## src/rtl/rf_wr_arb.sv

```systemverilog
`default_nettype none
// ============================================================================
//  Module   : rf_wr_arb
//  Purpose  : Write-port arbiter/sequencer for an 8 x 16-bit register file.
//             Requester A (pipeline writeback) has priority.
//             Requester B (multi-cycle unit) is buffered in a 2-entry
//             shift-compacting queue.
//             Write-after-write order is preserved: an A grant squashes
//             older queued B writes to the same register.
//             A starvation counter forces a B grant after STARVE_MAX cycles.
//  Ports    : clk, rst (sync, active-low)
//             a_valid_i/a_sel_i/a_data_i -> a_ready_o
//             b_valid_i/b_sel_i/b_data_i -> b_ready_o
//             rf_write_o/rf_writeregsel_o/rf_writedata_o : registered write port
//             pend_mask_o : registers with a write queued or on the port
//  Revision : 1.0 - initial release
// ============================================================================
module rf_wr_arb #(
  parameter int unsigned STARVE_MAX = 4
) (
  input  logic        clk,
  input  logic        rst,
  input  logic        a_valid_i,
  input  logic [2:0]  a_sel_i,
  input  logic [15:0] a_data_i,
  output logic        a_ready_o,
  input  logic        b_valid_i,
  input  logic [2:0]  b_sel_i,
  input  logic [15:0] b_data_i,
  output logic        b_ready_o,
  output logic        rf_write_o,
  output logic [2:0]  rf_writeregsel_o,
  output logic [15:0] rf_writedata_o,
  output logic [7:0]  pend_mask_o
);

  localparam logic [3:0] STARVE_LIM = STARVE_MAX[3:0];

  // Queue storage; slot 0 is the head (oldest entry).
  logic [1:0]        vld_q, vld_d;
  logic [1:0][2:0]   sel_q, sel_d;
  logic [1:0][15:0]  dat_q, dat_d;
  logic [3:0]        wait_q, wait_d;

  // Registered write port.
  logic              wr_q, wr_d;
  logic [2:0]        wsel_q, wsel_d;
  logic [15:0]       wdat_q, wdat_d;

  logic              force_w;
  logic              a_gnt_w;
  logic              b_gnt_w;
  logic              enq_w;
  logic              sq0_w;
  logic              sq1_w;
  logic              keep0_w;
  logic              keep1_w;

  always_comb begin
    force_w   = vld_q[0] & (wait_q == STARVE_LIM);
    a_ready_o = rst & ~force_w;
    a_gnt_w   = a_valid_i & a_ready_o;
    b_gnt_w   = vld_q[0] & ~a_gnt_w;

    // The queue compacts toward slot 0, so count < 2 is simply "slot 1 empty".
    b_ready_o = rst & ~vld_q[1];
    enq_w     = b_valid_i & b_ready_o;

    // Squash only looks at entries present at the start of the cycle; a B
    // entry enqueued this cycle is younger than the A write and survives.
    sq0_w   = a_gnt_w & vld_q[0] & (sel_q[0] == a_sel_i);
    sq1_w   = a_gnt_w & vld_q[1] & (sel_q[1] == a_sel_i);
    keep0_w = vld_q[0] & ~b_gnt_w & ~sq0_w;
    keep1_w = vld_q[1] & ~sq1_w;

    vld_d = 2'b00;
    sel_d = sel_q;
    dat_d = dat_q;
    if (keep0_w) begin
      vld_d[0] = 1'b1;
      if (keep1_w) begin
        vld_d[1] = 1'b1;
      end else if (enq_w) begin
        vld_d[1] = 1'b1;
        sel_d[1] = b_sel_i;
        dat_d[1] = b_data_i;
      end
    end else if (keep1_w) begin
      vld_d[0] = 1'b1;
      sel_d[0] = sel_q[1];
      dat_d[0] = dat_q[1];
      if (enq_w) begin
        vld_d[1] = 1'b1;
        sel_d[1] = b_sel_i;
        dat_d[1] = b_data_i;
      end
    end else if (enq_w) begin
      vld_d[0] = 1'b1;
      sel_d[0] = b_sel_i;
      dat_d[0] = b_data_i;
    end

    // Starvation counter tracks how long the current head has been waiting.
    if (~vld_q[0] | b_gnt_w | sq0_w) begin
      wait_d = 4'd0;
    end else if (wait_q != STARVE_LIM) begin
      wait_d = wait_q + 4'd1;
    end else begin
      wait_d = wait_q;
    end

    // Output stage: sel/data hold when idle, only the enable drops.
    wr_d   = 1'b0;
    wsel_d = wsel_q;
    wdat_d = wdat_q;
    if (a_gnt_w) begin
      wr_d   = 1'b1;
      wsel_d = a_sel_i;
      wdat_d = a_data_i;
    end else if (b_gnt_w) begin
      wr_d   = 1'b1;
      wsel_d = sel_q[0];
      wdat_d = dat_q[0];
    end
  end

  always_ff @(posedge clk) begin
    if (!rst) begin
      vld_q  <= 2'b00;
      sel_q  <= '0;
      dat_q  <= '0;
      wait_q <= 4'd0;
      wr_q   <= 1'b0;
      wsel_q <= 3'd0;
      wdat_q <= 16'd0;
    end else begin
      vld_q  <= vld_d;
      sel_q  <= sel_d;
      dat_q  <= dat_d;
      wait_q <= wait_d;
      wr_q   <= wr_d;
      wsel_q <= wsel_d;
      wdat_q <= wdat_d;
    end
  end

  always_comb begin
    pend_mask_o = 8'h00;
    if (vld_q[0]) pend_mask_o[sel_q[0]] = 1'b1;
    if (vld_q[1]) pend_mask_o[sel_q[1]] = 1'b1;
    if (wr_q)     pend_mask_o[wsel_q]   = 1'b1;
  end

  assign rf_write_o       = wr_q;
  assign rf_writeregsel_o = wsel_q;
  assign rf_writedata_o   = wdat_q;

endmodule
`default_nettype wire

```

## config.mk

```make
export PLATFORM = sky130hd
export DESIGN_NAME = rf_wr_arb
export DESIGN_NICKNAME = d
export VERILOG_FILES = /design/src/rtl/rf_wr_arb.sv
export SDC_FILE = /design/constraint.sdc
export NUM_CORES = 1
export LEC_CHECK = 0
export ABC_AREA = 1
export ABC_CLOCK_PERIOD_IN_PS = 3100
export CAP_MARGIN = 30
export CORE_MARGIN = 8
export CORE_UTILIZATION = 55
export DETAILED_ROUTE_END_ITERATION = 8
export PLACE_DENSITY = 0.91
export SYNTH_ARGS = -nofsm -noshare
export SYNTH_HDL_FRONTEND = slang
export SYNTH_SLANG_ARGS = --single-unit
```

## constraint.sdc

```tcl
create_clock -name clk -period 3.1 [get_ports clk]
set_input_delay 0.93 -clock clk [delete_from_list [all_inputs] [get_ports clk]]
set_output_delay 0.93 -clock clk [all_outputs]
set_load 0.005 [all_outputs]
```

==> flow_metrics.env, run 1 <==
export IMPL_post_cts_buffers=0
export IMPL_cts_root_buf="clkbuf_8"
export IMPL_drc_errors=0
export IMPL_layout_drive_gt1_share=0.0660
export IMPL_crit_path_end_kind="output port"
export IMPL_synth_avg_cell_area_um2=6.43
export IMPL_clk_latency_ps=340
export IMPL_p_int_mw=1.30
export IMPL_p_sw_frac=0.274
export IMPL_crit_cells=4
export IMPL_dp_cells=650
export IMPL_finalSetupViolCount=0
export IMPL_critPathMaxFanout=3
export IMPL_clkSinkCount=64
export IMPL_clkPwrFrac=0.351
export IMPL_switchingPower_mw=0.493
export IMPL_gp_routability_congestion=0.879
export IMPL_cts_buffers=9
export IMPL_status="complete, no violations"
export IMPL_drtPass1Iterations=5
export IMPL_synth_cells=524
export IMPL_die_y_um=94.3
export IMPL_slew_headroom=0.697
export IMPL_path_common_cell="clkdlybuf4s50_1"
export IMPL_period_minus_slack_ps=2970
export IMPL_die_area_um2=8880
export IMPL_required_ps=2170
export IMPL_place_area_um2=4110
export IMPL_ys_seq_elements=64
export IMPL_final_cells=666
export IMPL_p_comb_frac=0.157
export IMPL_ys_seq_area_frac=0.380
export IMPL_grt_pass1_wl_um=14900
export IMPL_numPortBuffers=71
export IMPL_rows=28
export IMPL_drv_slew=0
export IMPL_hpwl_um=6480
export IMPL_ant_nets=0
export IMPL_p_per_area_nw_per_um2=419
export IMPL_clockBufferDepth=2
export IMPL_antenna_found_initial=0
export IMPL_io_pins=72
export IMPL_grt_pass1_vias=3214
export IMPL_netlist_area_um2=3370
export IMPL_worstPathCellList="clkdlybuf4s50_1 -> nand2_1 -> inv_1 -> clkdlybuf4s50_1"
export IMPL_worst_ep_arrival_time_ps=2040
export IMPL_num_vias=3528
export IMPL_start_util=0.569
export IMPL_worstMarginPinSlew_ps=454
export IMPL_synth_nets=568
export IMPL_synth_cell_types=28
export IMPL_cts_tree="yes"
export IMPL_fp_dieW_um=94.3
export IMPL_routed_wl_um=8980
export IMPL_grtUsageTotal=0.204
export IMPL_r2r_cells=13
export IMPL_leakage_nw=1.94
export IMPL_holdPathStages=2
export IMPL_core_um2=5920
export IMPL_max_cap_viol_count=0
export IMPL_startpoint_type="primary input"
export IMPL_drt_iter0_markers=274
export IMPL_diodes=0
export IMPL_crit_slowest_cell="clkdlybuf4s50_1"
export IMPL_wire_per_inst_um=13.5
export IMPL_clock_fmax_ghz=0.336
export IMPL_nNetsFinal=630
export IMPL_pwr_share_seq=0.493
export IMPL_ir_worst_vdd_uv=278
export IMPL_crit_family="buffers and inverters"
export IMPL_hp_class="reg -> reg"
export IMPL_hold_viol=0
export IMPL_ys_warn_count=0
export IMPL_cts_max_level=3
export IMPL_critPathKind="in -> out"
export IMPL_clk_pin_slew_ps=60
export IMPL_path_buf_inv=3
export IMPL_overflow=0
export IMPL_grt_max_degree=45
export IMPL_finalCritPeriodShare=0.959
export IMPL_area_growth_pct=27.3
export IMPL_rsz0062_at_grt="no"
export IMPL_final_cell_area_um2=4290
export IMPL_fin_skew_ps=9.96
export IMPL_slowest_delay_ps=510
export IMPL_viasPerCell=5.30
==> registers in the layout, summed over array words and instances, names as in the netlist <==
| name | cells |
|---|---|
| rf_write_o | 1 |
| sel_q | 6 |
| rf_writeregsel_o | 3 |
| rf_writedata_o | 16 |
| dat_q | 32 |
| wait_q | 4 |
| vld_q | 2 |
==> cells in the mapped netlist (all sizes together) <==
cell type | instances | area [um2]
a21oi | 25 | 125
a31oi | 20 | 125
buf | 21 | 134
clkbuf | 10 | 37.5
clkinv | 1 | 3.75
dfxtp | 64 | 1280
ha | 2 | 25.0
inv | 63 | 236
nand2 | 162 | 618
nand3 | 63 | 333
nand4 | 2 | 18.8
nor2 | 68 | 255
o21ai | 12 | 71.3
o221ai | 5 | 43.8
o41ai | 4 | 35.0
xnor2 | 2 | 25.0
==> path summary, 6_finish.rpt <==
kind | start | to | slack [ps]
worst min register to register | rf_writedata_o[4] | rf_writedata_o[4] | 480
worst max-delay path | rst | a_ready_o | 130
worst max register to register | wait_q[0] | dat_q[19] | 1010
worst min-delay path | rf_writedata_o[4] | rf_writedata_o[4] | 480
==> cell usage in the layout (no fill, tap or decap), drive strengths merged <==
| cell type | n |
|---|---|
| a21oi | 25 |
| ha | 2 |
| clkinv | 3 |
| dlymetal6s2s | 1 |
| xnor2 | 2 |
| nand2 | 162 |
| nor2 | 68 |
| a31oi | 20 |
| o41ai | 4 |
| buf | 11 |
| o21ai | 12 |
| nand4 | 2 |
| nand3 | 63 |
| clkbuf | 11 |
| inv | 63 |
| clkdlybuf4s50 | 70 |
| dfxtp | 64 |
| clkinvlp | 3 |
| o221ai | 5 |
==> cell type report <==
type                    count  area (um2)
flip-flops and latches     64        1280
inverters                  64         240
repair buffers             82         821
well taps                  75        93.8
multi-input cells         365        1680
clock buffers              11         141
fillers                   475        1630
clock inverters             5        32.5
==> worst min-delay path, stage by stage (launching register included) <==
cell     delay [ps]
dfxtp_1         310
nand2_1          60
a31oi_1          60
==> metal layers <==
metal | GRT usage | wire length, um | up-vias
li1 | - | - | 1789
met1 | 0.263 | 3900 | 1604
met2 | 0.327 | 4350 | 124
met3 | 0.0376 | 597 | 11
met4 | 0.0779 | 131 | 0
met5 | 0 | 0 | -
==> power groups by stage <==
stage	registers [mW]	logic [mW]	clock network [mW]
2_1_floorplan	0.898	0.153	0
4_1_cts	0.884	0.282	0.636
5_1_grt	0.888	0.312	0.678
6_report	0.885	0.282	0.630
3_5_place_dp	0.903	0.278	0
3_3_place_gp	0.901	0.271	0
==> cell families after synthesis <==
kind of cell    Yosys count  synth area share
fa+ha+maj                 2           0.00743
simple gates            295             0.364
compound gates           66             0.119
flops                    64             0.380
xor+xnor                  2           0.00743
buf+inv                  95             0.122
==> metrics by stage <==
stage | util | worst slack (ps) | TNS (ps) | hold slack [ps] | total power [mW]
3_3_place_gp | 0.694 | 29.4 | 0 | 461 | 1.17
6_report | 0.724 | 127 | 0 | 481 | 1.80
5_1_grt | 0.724 | 66.6 | 0 | 497 | 1.88
3_5_place_dp | 0.694 | -12.1 | -30.4 | 468 | 1.18
4_1_cts | 0.723 | 11.8 | 0 | 480 | 1.80
2_1_floorplan | - | 649 | 0 | 452 | 1.05
==> what timing repair did <==
item | CTS | global route
hold buffers | 0 | 0
endpoints found under the hold margin | 0 | 0
endpoints found under the setup margin | 0 | 1
resized for setup | 0 | 2
Power figures use the tool's default switching activity.
==> run 2: changes to the inputs <==
==> config.mk (replaced) <==
export PLATFORM = sky130hd
export DESIGN_NAME = rf_wr_arb
export DESIGN_NICKNAME = d
export VERILOG_FILES = /design/src/rtl/rf_wr_arb.sv
export SDC_FILE = /design/constraint.sdc
export NUM_CORES = 1
export LEC_CHECK = 0
export ABC_AREA = 1
export ABC_CLOCK_PERIOD_IN_PS = 2650
export CORE_MARGIN = 8
export CORE_UTILIZATION = 46
export DETAILED_ROUTE_END_ITERATION = 8
export PLACE_DENSITY = 0.82
export SYNTH_ARGS = -nofsm -noshare
export SYNTH_HDL_FRONTEND = slang
export SYNTH_SLANG_ARGS = --single-unit
==> constraint.sdc (replaced) <==
create_clock -name clk -period 2.65 [get_ports clk]
set_input_delay 0.795 -clock clk [delete_from_list [all_inputs] [get_ports clk]]
set_output_delay 0.795 -clock clk [all_outputs]
set_load 0.005 [all_outputs]
==> flow_metrics.env, run 2 (synthesized netlist as in run 1, its figures left out) <==
export IMPL_status="complete, no violations"
export IMPL_nNetsFinal=634
export IMPL_leakage_nw=2.01
export IMPL_fillers=664
export IMPL_start_util=0.469
export IMPL_startpoint_type="flip-flop"
export IMPL_cts_buffers=9
export IMPL_io_pins=72
export IMPL_hpwl_um=6320
export IMPL_fp_dieW_um=102
export IMPL_p_per_area_nw_per_um2=523
export IMPL_hold_viol=0
export IMPL_place_area_um2=4190
export IMPL_holdBufCountCts=0
export IMPL_r2r_start="wait_q[0]"
export IMPL_ir_worst_vdd_uv=252
export IMPL_layout_drive_gt1_share=0.0908
export IMPL_cts_root_buf="clkbuf_8"
export IMPL_antenna_found_initial=0
export IMPL_cts_tree="yes"
export IMPL_drv_slew=0
export IMPL_fin_skew_ps=8.76
export IMPL_crit_end="a_ready_o"
export IMPL_drtPass1Iterations=4
export IMPL_top_register="dat_q"
export IMPL_worst_ep_arrival_time_ps=1770
export IMPL_num_vias=3424
export IMPL_die_y_um=102
export IMPL_clk_latency_ps=340
export IMPL_rr_endpoint="dat_q[18]"
export IMPL_crit_path_end_kind="output port"
export IMPL_finalSetupTns_ps=0
export IMPL_area_growth_pct=32.2
export IMPL_holdPathStages=2
export IMPL_required_ps=1860
export IMPL_power_total_mw=2.33
export IMPL_overflow=0
export IMPL_critPathMaxFanout=4
export IMPL_wire_per_inst_um=12.7
export IMPL_viasPerCell=4.93
export IMPL_numPortBuffers=71
export IMPL_clkSinkCount=64
export IMPL_final_cell_mix="nand2_1 (160), clkdlybuf4s50_1 (70), nor2_1 (67)"
export IMPL_whs_ps=478
export IMPL_cts_max_level=3
export IMPL_routed_wl_um=8810
export IMPL_r2r_cells=13
export IMPL_multi_input_area_um2=1700
export IMPL_core_um2=7180
export IMPL_diodes=0
export IMPL_die_area_um2=10300
export IMPL_ant_nets=0
export IMPL_grt_pass1_vias=3179
export IMPL_slew_headroom=0.692
export IMPL_rsz0062_at_grt="no"
export IMPL_clock_fmax_ghz=0.390
export IMPL_grtUsageTotal=0.174
export IMPL_clockBufferDepth=2
export IMPL_hp_class="reg -> reg"
export IMPL_max_cap_viol_count=0
export IMPL_clk_pin_slew_ps=80
export IMPL_worstMarginPinSlew_ps=461
export IMPL_period_minus_slack_ps=2560
export IMPL_pre_cts_slack_ps=-218
export IMPL_finalSetupViolCount=0
export IMPL_final_cell_area_um2=4450
export IMPL_gp_routability_congestion=0.820
export IMPL_rows=31
export IMPL_grt_max_degree=45
export IMPL_r2r_slack_ps=790
export IMPL_critPathKind="reg -> out"
export IMPL_largest_reg_flops=32
export IMPL_finalCritPeriodShare=0.967
export IMPL_drt_iter0_markers=193
export IMPL_seq_area_um2=1290
export IMPL_layout_cells_most_common="nand2_1"
export IMPL_worst_slack_ps=86.8
export IMPL_critPathLaunch="wait_q[0]"
export IMPL_grt_pass1_wl_um=14700
export IMPL_drc_errors=0
-- run 2: cell count changes in the layout (fill, tap and decap cells not counted), moves of 2 or more --
cell / change
clkinv_2: -2
buf_4: +2
o41ai_1: -3
clkinvlp_4: -2
o41ai_2: +3
bufinv_16: +2
buf_12: +2
inv_6: +2
dfxtp_1: -7
dfxtp_2: +7
clkinv_4: +2
-- run 2: metrics by stage --
stage,std cells,util
finish,694,0.621
CTS,694,0.617
floorplan,524,-
detailed placement,678,0.584
global placement,678,0.584
global route,694,0.621
-- run 2: final cells by class --
type	instances	share of cell area
clock buffers	9	0.0278
multi-input cells	365	0.382
inverters	64	0.0539
repair buffers	86	0.196
well taps	99	0.0278
clock inverters	7	0.0230
flip-flops and latches	64	0.290
-- run 2: metal layers --
| layer | up-vias | routed length (um) | share of wire | track usage |
|---|---|---|---|---|
| li1 | 1796 | - | - | - |
| met1 | 1527 | 4140 | 0.47 | 0.222 |
| met2 | 89 | 4080 | 0.46 | 0.278 |
| met3 | 12 | 456 | 0.052 | 0.0323 |
| met4 | 0 | 141 | 0.016 | 0.0790 |
| met5 | - | 0 | 0 | 0 |
-- run 2: how the worst min path moves through the flow --
stage / from / end
finish: rf_writedata_o[12] / rf_writedata_o[12]
global route: rf_writedata_o[9] / rf_writedata_o[9]
CTS: rf_writedata_o[12] / rf_writedata_o[12]
detailed placement: rf_writedata_o[12] / rf_writedata_o[12]
global placement: dat_q[17] / dat_q[17]
floorplan: dat_q[16] / dat_q[16]
-- run 2: where the power goes --
part / switching, mW / internal (mW)
Combinational: 0.173 / 0.167
Sequential: 0.0307 / 1.00
Clock: 0.413 / 0.539
-- run 2: critical path, cell delays in order, from the launching register on --
cell             delay [ps]
dfxtp_2                 360
inv_1                    60
ha_1                    230
nand4_2                 140
nand2_1                  70
inv_1                    60
clkdlybuf4s50_1         510
-- run 2: timing repair --
item | CTS | global route
setup buffers | 0 | 0
endpoints found under the hold margin | 0 | 0
gates resized for setup | 4 | 8
endpoints found under the setup margin | 3 | 7
==> run 3: changes to the inputs <==
--- a/config.mk
+++ b/config.mk
@@ -7,6 +7,7 @@
 export LEC_CHECK = 0
 export ABC_AREA = 1
 export ABC_CLOCK_PERIOD_IN_PS = 2650
+export CORE_ASPECT_RATIO = 1.5
 export CORE_MARGIN = 8
 export CORE_UTILIZATION = 46
 export DETAILED_ROUTE_END_ITERATION = 8
==> flow_metrics.env, run 3 (synthesized netlist as in run 1, its figures left out) <==
export IMPL_pre_cts_slack_ps=-218
export IMPL_timing_hold_worst_endpoint="rf_writedata_o[0]"
export IMPL_period_minus_slack_ps=2580
export IMPL_p_per_area_nw_per_um2=506
export IMPL_rr_endpoint="dat_q[29]"
export IMPL_hp_class="reg -> reg"
export IMPL_min_from="rf_writedata_o[0]"
export IMPL_leakage_nw=2.00
export IMPL_gp_routability_congestion=0.898
export IMPL_layout_cells_most_common="nand2_1"
export IMPL_rows=38
export IMPL_numPortBuffers=71
export IMPL_worst_ep_arrival_time_ps=1780
export IMPL_finalSetupTns_ps=0
export IMPL_io_pins=72
export IMPL_max_cap_viol_count=0
export IMPL_viasPerCell=4.95
export IMPL_largest_reg_flops=32
export IMPL_grt_pass1_wl_um=14600
export IMPL_cts_max_level=3
export IMPL_hpwl_um=6210
export IMPL_critPathKind="reg -> out"
export IMPL_num_vias=3437
export IMPL_ant_nets=0
export IMPL_clkSinkCount=64
export IMPL_diodes=0
export IMPL_wire_per_inst_um=12.4
export IMPL_layout_drive_gt1_share=0.0960
export IMPL_start_util=0.469
export IMPL_die_area_um2=10400
export IMPL_critPathMaxFanout=12
export IMPL_fin_skew_ps=4.11
export IMPL_die_y_um=121
export IMPL_slew_headroom=0.693
export IMPL_whs_ps=478
export IMPL_drc_errors=0
export IMPL_startpoint_type="flip-flop"
export IMPL_drt_iter0_markers=277
export IMPL_top_register="dat_q"
export IMPL_drtPass1Iterations=7
export IMPL_ir_worst_vdd_uv=287
export IMPL_antenna_found_initial=0
export IMPL_holdBufCountCts=0
export IMPL_r2r_slack_ps=850
export IMPL_area_growth_pct=31.6
export IMPL_critPathLaunch="vld_q[1]"
export IMPL_cts_tree="yes"
export IMPL_r2r_start="wait_q[0]"
export IMPL_clk_pin_slew_ps=70
export IMPL_grt_max_degree=45
export IMPL_clock_fmax_ghz=0.388
export IMPL_worstMarginPinSlew_ps=460
export IMPL_final_cell_mix="nand2_1 (159), clkdlybuf4s50_1 (69), nor2_1 (66)"
export IMPL_hold_viol=0
export IMPL_drv_slew=0
export IMPL_overflow=0
export IMPL_r2r_cells=13
export IMPL_required_ps=1860
export IMPL_nNetsFinal=634
export IMPL_fp_dieW_um=85.9
export IMPL_routed_wl_um=8600
export IMPL_worst_slack_ps=73.9
export IMPL_cts_root_buf="clkbuf_8"
export IMPL_holdPathStages=2
export IMPL_grt_pass1_vias=3235
export IMPL_clockBufferDepth=2
export IMPL_crit_path_end_kind="output port"
export IMPL_finalSetupViolCount=0
export IMPL_finalCritPeriodShare=0.972
export IMPL_core_um2=7180
export IMPL_clk_latency_ps=340
export IMPL_cts_buffers=9
export IMPL_grtUsageTotal=0.171
export IMPL_status="complete, no violations"
-- run 3: cell type report --
cell class                      instances  area (um2)
Fill cell                             659        2750
Multi-Input combinational cell        365        1700
Sequential cell                        64        1290
Timing Repair Buffer                   86         862
Inverter                               64         240
Clock buffer                           13         169
Tap cell                              100         125
Clock inverter                          2        37.5
-- run 3: metrics by stage --
| stage | cells | util | total power [mW] | cell area, um2 |
|---|---|---|---|---|
| 2_1_floorplan | 524 | - | 1.23 | 3370 |
| 5_1_grt | 694 | 0.617 | 2.35 | 4430 |
| 3_5_place_dp | 679 | 0.583 | 1.39 | 4180 |
| 6_report | 694 | 0.617 | 2.24 | 4430 |
| 3_3_place_gp | 679 | 0.583 | 1.38 | 4180 |
| 4_1_cts | 694 | 0.613 | 2.26 | 4400 |
-- run 3: report_power, final --
part | total (mW) | switching [mW] | internal [mW]
clock network | 0.870 | 0.363 | 0.507
logic | 0.334 | 0.171 | 0.163
registers | 1.04 | 0.0305 | 1.01
total | 2.24 | 0.565 | 1.68
-- run 3: how the worst max path moves through the flow --
stage	end	cells past startpoint	slack, ps
floorplan	a_ready_o	4	470
global placement	b_ready_o	4	-270
detailed placement	b_ready_o	4	-220
CTS	pend_mask_o[5]	3	30
global route	pend_mask_o[5]	3	-3
finish	pend_mask_o[7]	3	70
-- run 3: repair_timing --
| item | CTS | global route |
|---|---|---|
| setup buffers | 0 | 0 |
| gates resized for setup | 6 | 13 |
| endpoints found under the setup margin | 6 | 5 |
| gates cloned | 0 | 0 |
-- run 3: critical path, stage by stage, from the launching register on --
cell             delay, ps
dfxtp_2                500
nand3_1                170
o221ai_1               220
clkdlybuf4s50_1        540
-- run 3: metal layers --
layer  vias to the layer above  share of wire  global-route usage
met5                         -              0                   0
li1                       1794              -                   -
met2                       110           0.50               0.285
met1                      1519           0.42               0.199
met4                         0          0.023              0.0848
met3                        14          0.054              0.0421
